**src/rtl/imm_decode_stage_if.sv**
```systemverilog
// Bus bundle for imm_decode_stage: fetch handshake, immediate mux select/return,
// and the decoded-entry handshake toward execute.
interface imm_decode_stage_if #(
   parameter int XLEN = 64,
   parameter int PC_W = 64
);
   logic            instr_valid_in;
   logic            instr_ready_out;
   logic [31:0]     instr_in;
   logic [PC_W-1:0] pc_in;
   logic [2:0]      imm_sel_out;
   logic [XLEN-1:0] imm_value_in;
   logic            dec_valid_out;
   logic            dec_ready_in;
   logic [31:0]     dec_instr_out;
   logic [PC_W-1:0] dec_pc_out;
   logic [XLEN-1:0] dec_imm_out;
   logic [2:0]      dec_fmt_out;
   logic            illegal_out;

   modport slave (
      input  instr_valid_in, instr_in, pc_in, imm_value_in, dec_ready_in,
      output instr_ready_out, imm_sel_out, dec_valid_out, dec_instr_out,
             dec_pc_out, dec_imm_out, dec_fmt_out, illegal_out
   );

   modport master (
      output instr_valid_in, instr_in, pc_in, imm_value_in, dec_ready_in,
      input  instr_ready_out, imm_sel_out, dec_valid_out, dec_instr_out,
             dec_pc_out, dec_imm_out, dec_fmt_out, illegal_out
   );
endinterface

```
**src/rtl/imm_decode_stage.sv**
```systemverilog
// Decode stage: immediate-format classification plus a 2-entry skid pipeline register.
// Optional macro IMM_ILLEGAL_TRAP_EN: unknown opcodes become NONE and are flagged illegal.
module imm_decode_stage #(
   parameter int XLEN = 64,
   parameter int PC_W = 64
) (
   input  logic               clk_in,
   input  logic               reset_in,
   input  logic               flush_in,
   imm_decode_stage_if.slave  bus
);

   localparam logic [2:0] FMT_I     = 3'd0;
   localparam logic [2:0] FMT_S     = 3'd1;
   localparam logic [2:0] FMT_B     = 3'd2;
   localparam logic [2:0] FMT_U     = 3'd3;
   localparam logic [2:0] FMT_J     = 3'd4;
   localparam logic [2:0] FMT_SHAMT = 3'd5;
   localparam logic [2:0] FMT_ZIMM  = 3'd6;
   localparam logic [2:0] FMT_NONE  = 3'd7;

   typedef enum logic [1:0] {EMPTY, FULL, SKID} state_e;

   typedef struct packed {
      logic [31:0]     instr;
      logic [PC_W-1:0] pc;
      logic [XLEN-1:0] imm;
      logic [2:0]      fmt;
   } entry_t;

   localparam entry_t ENTRY_RST = '{instr: '0, pc: '0, imm: '0, fmt: FMT_NONE};

   state_e state_q, state_d;
   entry_t out_q, skid_q, new_entry;
   logic [2:0] fmt_dec;
   logic [6:0] opcode;
   logic [2:0] funct3;
   logic accept, issue, valid, ready;
   logic load_out, load_skid, skid_to_out;
`ifdef IMM_ILLEGAL_TRAP_EN
   logic unknown_dec;
   logic out_ill_q, skid_ill_q;
`endif

   assign opcode = bus.instr_in[6:0];
   assign funct3 = bus.instr_in[14:12];

   always_comb begin
      fmt_dec = FMT_I;
`ifdef IMM_ILLEGAL_TRAP_EN
      unknown_dec = 1'b0;
`endif
      case (opcode)
         7'b0000011, 7'b1100111, 7'b0001111: fmt_dec = FMT_I;
         7'b0010011, 7'b0011011:
            fmt_dec = (funct3 == 3'b001 || funct3 == 3'b101) ? FMT_SHAMT : FMT_I;
         7'b0100011: fmt_dec = FMT_S;
         7'b1100011: fmt_dec = FMT_B;
         7'b0110111, 7'b0010111: fmt_dec = FMT_U;
         7'b1101111: fmt_dec = FMT_J;
         7'b1110011: fmt_dec = funct3[2] ? FMT_ZIMM : FMT_I;
         7'b0110011, 7'b0111011: fmt_dec = FMT_NONE;
         default: begin
`ifdef IMM_ILLEGAL_TRAP_EN
            fmt_dec     = FMT_NONE;
            unknown_dec = 1'b1;
`else
            fmt_dec     = FMT_I;
`endif
         end
      endcase
   end

   assign bus.imm_sel_out = fmt_dec;

   // NONE-format entries carry a zero immediate regardless of what the mux returns
   always_comb begin
      new_entry.instr = bus.instr_in;
      new_entry.pc    = bus.pc_in;
      new_entry.fmt   = fmt_dec;
      new_entry.imm   = (fmt_dec == FMT_NONE) ? '0 : bus.imm_value_in;
   end

   // Ready depends only on the state register, never on dec_ready_in
   assign valid  = (state_q != EMPTY);
   assign ready  = (state_q != SKID);
   assign accept = bus.instr_valid_in & ready;
   assign issue  = valid & bus.dec_ready_in;

   always_comb begin
      state_d     = state_q;
      load_out    = 1'b0;
      load_skid   = 1'b0;
      skid_to_out = 1'b0;
      if (flush_in) begin
         state_d = EMPTY;
      end else begin
         case (state_q)
            EMPTY: begin
               if (accept) begin
                  state_d  = FULL;
                  load_out = 1'b1;
               end
            end
            FULL: begin
               if (accept && issue) begin
                  load_out = 1'b1;
               end else if (accept) begin
                  state_d   = SKID;
                  load_skid = 1'b1;
               end else if (issue) begin
                  state_d = EMPTY;
               end
            end
            SKID: begin
               if (issue) begin
                  state_d     = FULL;
                  skid_to_out = 1'b1;
               end
            end
            default: state_d = EMPTY;
         endcase
      end
   end

   always_ff @(posedge clk_in) begin
      if (reset_in) begin
         state_q <= EMPTY;
         out_q   <= ENTRY_RST;
         skid_q  <= ENTRY_RST;
      end else begin
         state_q <= state_d;
         if (load_out)         out_q <= new_entry;
         else if (skid_to_out) out_q <= skid_q;
         if (load_skid)        skid_q <= new_entry;
      end
   end

`ifdef IMM_ILLEGAL_TRAP_EN
   always_ff @(posedge clk_in) begin
      if (reset_in) begin
         out_ill_q  <= 1'b0;
         skid_ill_q <= 1'b0;
      end else begin
         if (load_out)         out_ill_q <= unknown_dec;
         else if (skid_to_out) out_ill_q <= skid_ill_q;
         if (load_skid)        skid_ill_q <= unknown_dec;
      end
   end
   assign bus.illegal_out = valid & out_ill_q;
`else
   assign bus.illegal_out = 1'b0;
`endif

   assign bus.instr_ready_out = ready;
   assign bus.dec_valid_out   = valid;
   assign bus.dec_instr_out   = out_q.instr;
   assign bus.dec_pc_out      = out_q.pc;
   assign bus.dec_imm_out     = out_q.imm;
   assign bus.dec_fmt_out     = out_q.fmt;

endmodule

```
**src/flat_wrapper.sv**
```systemverilog
// flat-port wrapper written by rule: the top's interface ports become plain ports
module imm_decode_stage_flat 
#(
   parameter int XLEN = 64,
   parameter int PC_W = 64
)
  (clk_in, reset_in, flush_in, bus_instr_valid_in, bus_instr_in, bus_pc_in, bus_imm_value_in, bus_dec_ready_in, bus_instr_ready_out, bus_imm_sel_out, bus_dec_valid_out, bus_dec_instr_out, bus_dec_pc_out, bus_dec_imm_out, bus_dec_fmt_out, bus_illegal_out);
  imm_decode_stage_if #(.XLEN(XLEN), .PC_W(PC_W)) bus_i ();
  input  logic clk_in;
  input  logic reset_in;
  input  logic flush_in;
  input wire logic [$bits(bus_i.instr_valid_in)-1:0] bus_instr_valid_in;
  input wire logic [$bits(bus_i.instr_in)-1:0] bus_instr_in;
  input wire logic [$bits(bus_i.pc_in)-1:0] bus_pc_in;
  input wire logic [$bits(bus_i.imm_value_in)-1:0] bus_imm_value_in;
  input wire logic [$bits(bus_i.dec_ready_in)-1:0] bus_dec_ready_in;
  output wire logic [$bits(bus_i.instr_ready_out)-1:0] bus_instr_ready_out;
  output wire logic [$bits(bus_i.imm_sel_out)-1:0] bus_imm_sel_out;
  output wire logic [$bits(bus_i.dec_valid_out)-1:0] bus_dec_valid_out;
  output wire logic [$bits(bus_i.dec_instr_out)-1:0] bus_dec_instr_out;
  output wire logic [$bits(bus_i.dec_pc_out)-1:0] bus_dec_pc_out;
  output wire logic [$bits(bus_i.dec_imm_out)-1:0] bus_dec_imm_out;
  output wire logic [$bits(bus_i.dec_fmt_out)-1:0] bus_dec_fmt_out;
  output wire logic [$bits(bus_i.illegal_out)-1:0] bus_illegal_out;
  assign bus_i.instr_valid_in = bus_instr_valid_in;
  assign bus_i.instr_in = bus_instr_in;
  assign bus_i.pc_in = bus_pc_in;
  assign bus_i.imm_value_in = bus_imm_value_in;
  assign bus_i.dec_ready_in = bus_dec_ready_in;
  assign bus_instr_ready_out = bus_i.instr_ready_out;
  assign bus_imm_sel_out = bus_i.imm_sel_out;
  assign bus_dec_valid_out = bus_i.dec_valid_out;
  assign bus_dec_instr_out = bus_i.dec_instr_out;
  assign bus_dec_pc_out = bus_i.dec_pc_out;
  assign bus_dec_imm_out = bus_i.dec_imm_out;
  assign bus_dec_fmt_out = bus_i.dec_fmt_out;
  assign bus_illegal_out = bus_i.illegal_out;
  imm_decode_stage #(.XLEN(XLEN), .PC_W(PC_W)) u_core (.clk_in(clk_in), .reset_in(reset_in), .flush_in(flush_in), .bus(bus_i));
endmodule
```
**config.mk**
```make
export PLATFORM = sky130hd
export DESIGN_NAME = imm_decode_stage_flat
export DESIGN_NICKNAME = d
export VERILOG_FILES = /design/src/rtl/imm_decode_stage_if.sv /design/src/rtl/imm_decode_stage.sv /design/src/flat_wrapper.sv
export SDC_FILE = /design/constraint.sdc
export NUM_CORES = 1
export LEC_CHECK = 0
export ABC_CLOCK_PERIOD_IN_PS = 3900
export CORE_UTILIZATION = 60
export CTS_BUF_LIST = sky130_fd_sc_hd__clkbuf_4 sky130_fd_sc_hd__clkbuf_8
export DETAILED_ROUTE_END_ITERATION = 10
export DONT_BUFFER_PORTS = 1
export HOLD_SLACK_MARGIN = 0.05
export PLACE_DENSITY_LB_ADDON = 0.12
export SYNTH_ARGS = -nofsm -noshare
export SYNTH_HDL_FRONTEND = slang
export SYNTH_SLANG_ARGS = --single-unit
```
**constraint.sdc**
```tcl
create_clock -name clk_in -period 3.9 [get_ports clk_in]
set_clock_uncertainty 0.05 [all_clocks]
set_input_delay 0.585 -clock clk_in [delete_from_list [all_inputs] [get_ports clk_in]]
set_output_delay 0.585 -clock clk_in [all_outputs]
set_load 0.005 [all_outputs]
```
After elaboration in Yosys (flattened, before gate mapping)
Index checks and enable logic that the tools add are counted.

Register bits after elaboration: 328. ROM bits: 0. Word-level logic and storage cells: 63. Output and inout port bits: 169. Bits in latches: 0. Memories: 0. Bits of input ports: 165. Memory bits (writable): 0.

Equal/unequal tests: 20. Bitwise gates (word level): 2. Muxes and demuxes: 22. Reductions and logical operators: 10. Multiply operators: 0. Div/mod/pow operators: 0. Order comparisons: 0. Add/sub/neg operators: 0. Shift operators: 0.

Operator list (number): $mux 163 (2); $mux 64 (1); $eq 7x6->1 const B (4); $eq 7x5->1 const B (3); $eq 7x7->1 const B (3); $pmux 3 s7 (1); $mux 2 (5); $mux 1 (9); $reduce_or 2->1 (4); $eq 3x3->1 const B (2); $mux 3 (2); $pmux 2 s3 (1); $ne 2x1->1 const B (2); $ne 2x2->1 const B (2); $reduce_and 4->1 (1); $reduce_bool 2->1 (2); $eq 3x1->1 const B (1); $ne 3x1->1 const B (1); $and 1x1->1 (2); $eq 2x1->1 const B (1); $eq 2x2->1 const B (1); $logic_not 2->1 (1); $pmux 1 s2 (1); $logic_and 1x1->1 (1); $logic_or 1x1->1 (1).

Logic depth before layout (Yosys ltp)
Depth in word-level cells: 7. Depth in mapped cells: 7. Gate-level depth less buffers: 4.

Worst setup path before layout
No wires, ideal clock.

Kind: input-to-output. From: input bus_instr_in[2]. To: output bus_imm_sel_out[1]. Stages: 6. Buffers on the path: 2. Data required time: 3265 ps. Arrival: 1564 ps. Slack: 1701 ps. Path through: buf_2 and3b_1 a2bb2o_1 a41oi_1 inv_1 buf_4.

RTL lines: start, declared (line flat_wrapper.sv:13) `input wire logic [$bits(bus_i.instr_in)-1:0] bus_instr_in;`; end, declared (line flat_wrapper.sv:18) `output wire logic [$bits(bus_i.imm_sel_out)-1:0] bus_imm_sel_out;`.

Worst setup path after layout
From: input bus_instr_in[0]. To: output bus_imm_sel_out[1].

Word-level cells in the longest chain between the ends: 3. Elaborated cells on any way between the ends: 14. Those cells by class: 10 x eq/ne; 1 x mux; 3 x reduce/logical.

Ends and longest elaborated chain: $eq 7x6->1 or $eq 7x5->1 (tied branches) (line imm_decode_stage.sv:53) `case (opcode)`; $reduce_or 2->1 (line imm_decode_stage.sv:53); $pmux 3 s7 * (line imm_decode_stage.sv:53).

Mark *: on every way between the ends. The rest lies on a longest branch, timed or not.

==> flow_summary.json <==
{
  "layout.nets": 1580,
  "async_flop_share_pct": 0,
  "tns_ps": 0,
  "yosysMostFrequentCell": "nand2_1",
  "first_global_vias": 9576,
  "cap_violations": 0,
  "antenna_cells": 0,
  "hpwl_mm": 19.2,
  "synth_edf_count": 0,
  "cts_max_path_buffers": 3,
  "synthDistinctLibCells": 36,
  "synth_common_cells": "nand2_1, dfxtp_1, a21oi_1",
  "path_class": "input pin to output port",
  "synthCells": 1486,
  "cp_data_arrival_time_ps": 1640,
  "ys.flop_type": "dfxtp_1",
  "root_buffer": "clkbuf_8",
  "relSlewSlack_pct": 37.0,
  "drt_first_pass_iters": 7,
  "vias": 10300,
  "antenna_found_initial": 0,
  "vias_per_cell": 6.00,
  "drive_gt1_share_pct": 7.60,
  "finish.instance_area_mm2": 0.0137,
  "preCtsSetupSlack_ps": 1490,
  "numCtsBuffers": 51,
  "netlist.area_leader.share_pct": 51.6,
  "final_max_slew_viol_count": 0,
  "min_period_ps": 2280,
  "port_buffers": 0,
  "timing_hold_violations_final": 0,
  "rsz0062_at_grt": "false",
  "p_total_mw": 6.77,
  "power.leakage_nw": 4.40,
  "gp_congestion": 0.797,
  "area_growth_pct": 7.49,
  "wirelength_mm": 32.2,
  "path_clk_slew_ps": 60,
  "start_util_pct": 62.1,
  "syn_area_mm2": 0.0127,
  "layout.cells.non_filler": 1718,
  "dp_cells": 1629,
  "fp-row-count": 52,
  "cp.required_ps": 3260,
  "peakVddDrop_mv": 0.362,
  "cpMaxStageDelayCell": "a41oi_1",
  "hp-class": "input pin to register",
  "avgRoutedWirePerCell_um": 18.7,
  "yosysWarningCount": 0,
  "fin_ws_ps": 1620,
  "grt-ovfl-total": 0,
  "cts-htree-levels": 2,
  "core_mm2": 0.0205,
  "clk-insertion-delay-late_ps": 550,
  "ant_nets": 0,
  "drc_errors": 0,
  "setup_viol": 0,
  "worst_slew_pin_slew_ps": 945,
  "dr.first_iter.drc_count": 758,
  "status": "complete, no violations",
  "crit_chain": "and3b_1, a2bb2o_1, a41oi_1, inv_1",
  "ys_seq_area_share_pct": 51.6,
  "avgSynthCellArea_um2": 8.57,
  "cts_resized": 0,
  "cts_tree": "built",
  "die_h_um": 148,
  "hold_buffers": 3,
  "post-cts-setup-buffers": 0,
  "die_x_um": 148,
  "cts_sinks": 328,
  "critPathCaptureType": "output port",
  "grt_max_degree": 269,
  "clock.fmax_mhz": 439,
  "grt_use_total_pct": 28.5,
  "power.density_mw_per_mm2": 495,
  "io_pins": 334,
  "yosysTopAreaCell": "dfxtp_1",
  "ys_top_cells_by_area": "dfxtp_1, a21oi_1, nand2_1",
  "fin_crit_sh_pct": 58.4,
  "cpPeakStageDelay_ps": 410,
  "cp_max_fo": 5,
  "syn-num-nets": 1651,
  "ys_ff_latch": 328,
  "placed_cell_area_mm2": 0.0126,
  "dieArea_mm2": 0.0218,
  "critPathLaunchType": "input pin",
  "grt_pass1_wl_mm": 50.4
}
-- registers in the layout, summed over array words and instances (netlist names) --
name and cells:
u_core.bus.dec_fmt_out 3, u_core.bus.dec_instr_out 32, u_core.bus.dec_pc_out 64, u_core.state_q 2, u_core.skid_q 163, u_core.bus.dec_imm_out 64
-- where the power goes --
part           internal [mW]  switching (mW)  total (mW)
logic                  0.123           0.169       0.292
registers               3.47          0.0998        3.57
clock network           1.65            1.27        2.92
total                   5.24            1.53        6.77
-- cells by family after synthesis --
| group | count (synthesis) | synth area share (%) |
|---|---|---|
| buffers and inverters | 146 | 5.28 |
| AND/OR/NAND/NOR | 442 | 14.3 |
| AO/OA/AOI/OAI | 494 | 22.9 |
| flip-flops | 328 | 51.6 |
| multiplexers | 75 | 5.90 |
| other | 1 | 0.0295 |
-- layer usage --
metal	share of wire [%]	wire [µm]	vias up	GRT usage (%)
met5	0	0	-	0
met4	3.9	1250	0	13.0
met1	40	12800	4753	35.5
met3	12	3850	72	11.4
met2	44	14300	423	43.1
li1	-	-	5059	-
-- layout by cell type (no fill, tap or decap), types with 4 or more instances in the layout --
master and n:
a211oi_1 70, clkbuf_4 21, a22oi_1 93, clkbuf_8 60, mux2i_1 75, buf_12 4, nand3_1 64, dfxtp_1 328
a21oi_1 320, nor2_1 9, nand2_1 347, buf_4 10, inv_1 5, clkinv_2 4
-- area by class of cell --
cell class | instances | area, µm²
Tap cell | 270 | 338
Timing Repair Buffer | 17 | 203
Inverter | 5 | 18.8
Clock inverter | 5 | 50.0
Fill cell | 1747 | 6810
Multi-Input combinational cell | 1012 | 5530
Sequential cell | 328 | 6570
Clock buffer | 81 | 983
-- worst paths after layout --
check	startpoint	endpoint	slack (ps)	cells after the start
worst max-delay path	bus_instr_in[0]	bus_imm_sel_out[1]	1620	4
worst min-delay path	bus_dec_ready_in	u_core.state_q[1]	90	1
worst max register to register	u_core.state_q[1]	u_core.bus.dec_imm_out[4]	1670	4
worst min register to register	u_core.skid_q[116]	u_core.skid_q[116]	400	2
-- per-stage QoR --
stage / hold slack [ps] / util (%)
after floorplan: 386 / -
after global placement: 385 / 61.5
after detailed placement: 390 / 61.5
after CTS: 58.0 / 66.8
after global routing: 69.4 / 66.8
final: 86.0 / 66.8
-- critical path: cells and delay by family --
kind,cells,cell delay [ps]
compound gates,2,680
simple gates,1,220
buf+inv,1,160
Note: power is estimated with default switching activity, not from simulation.
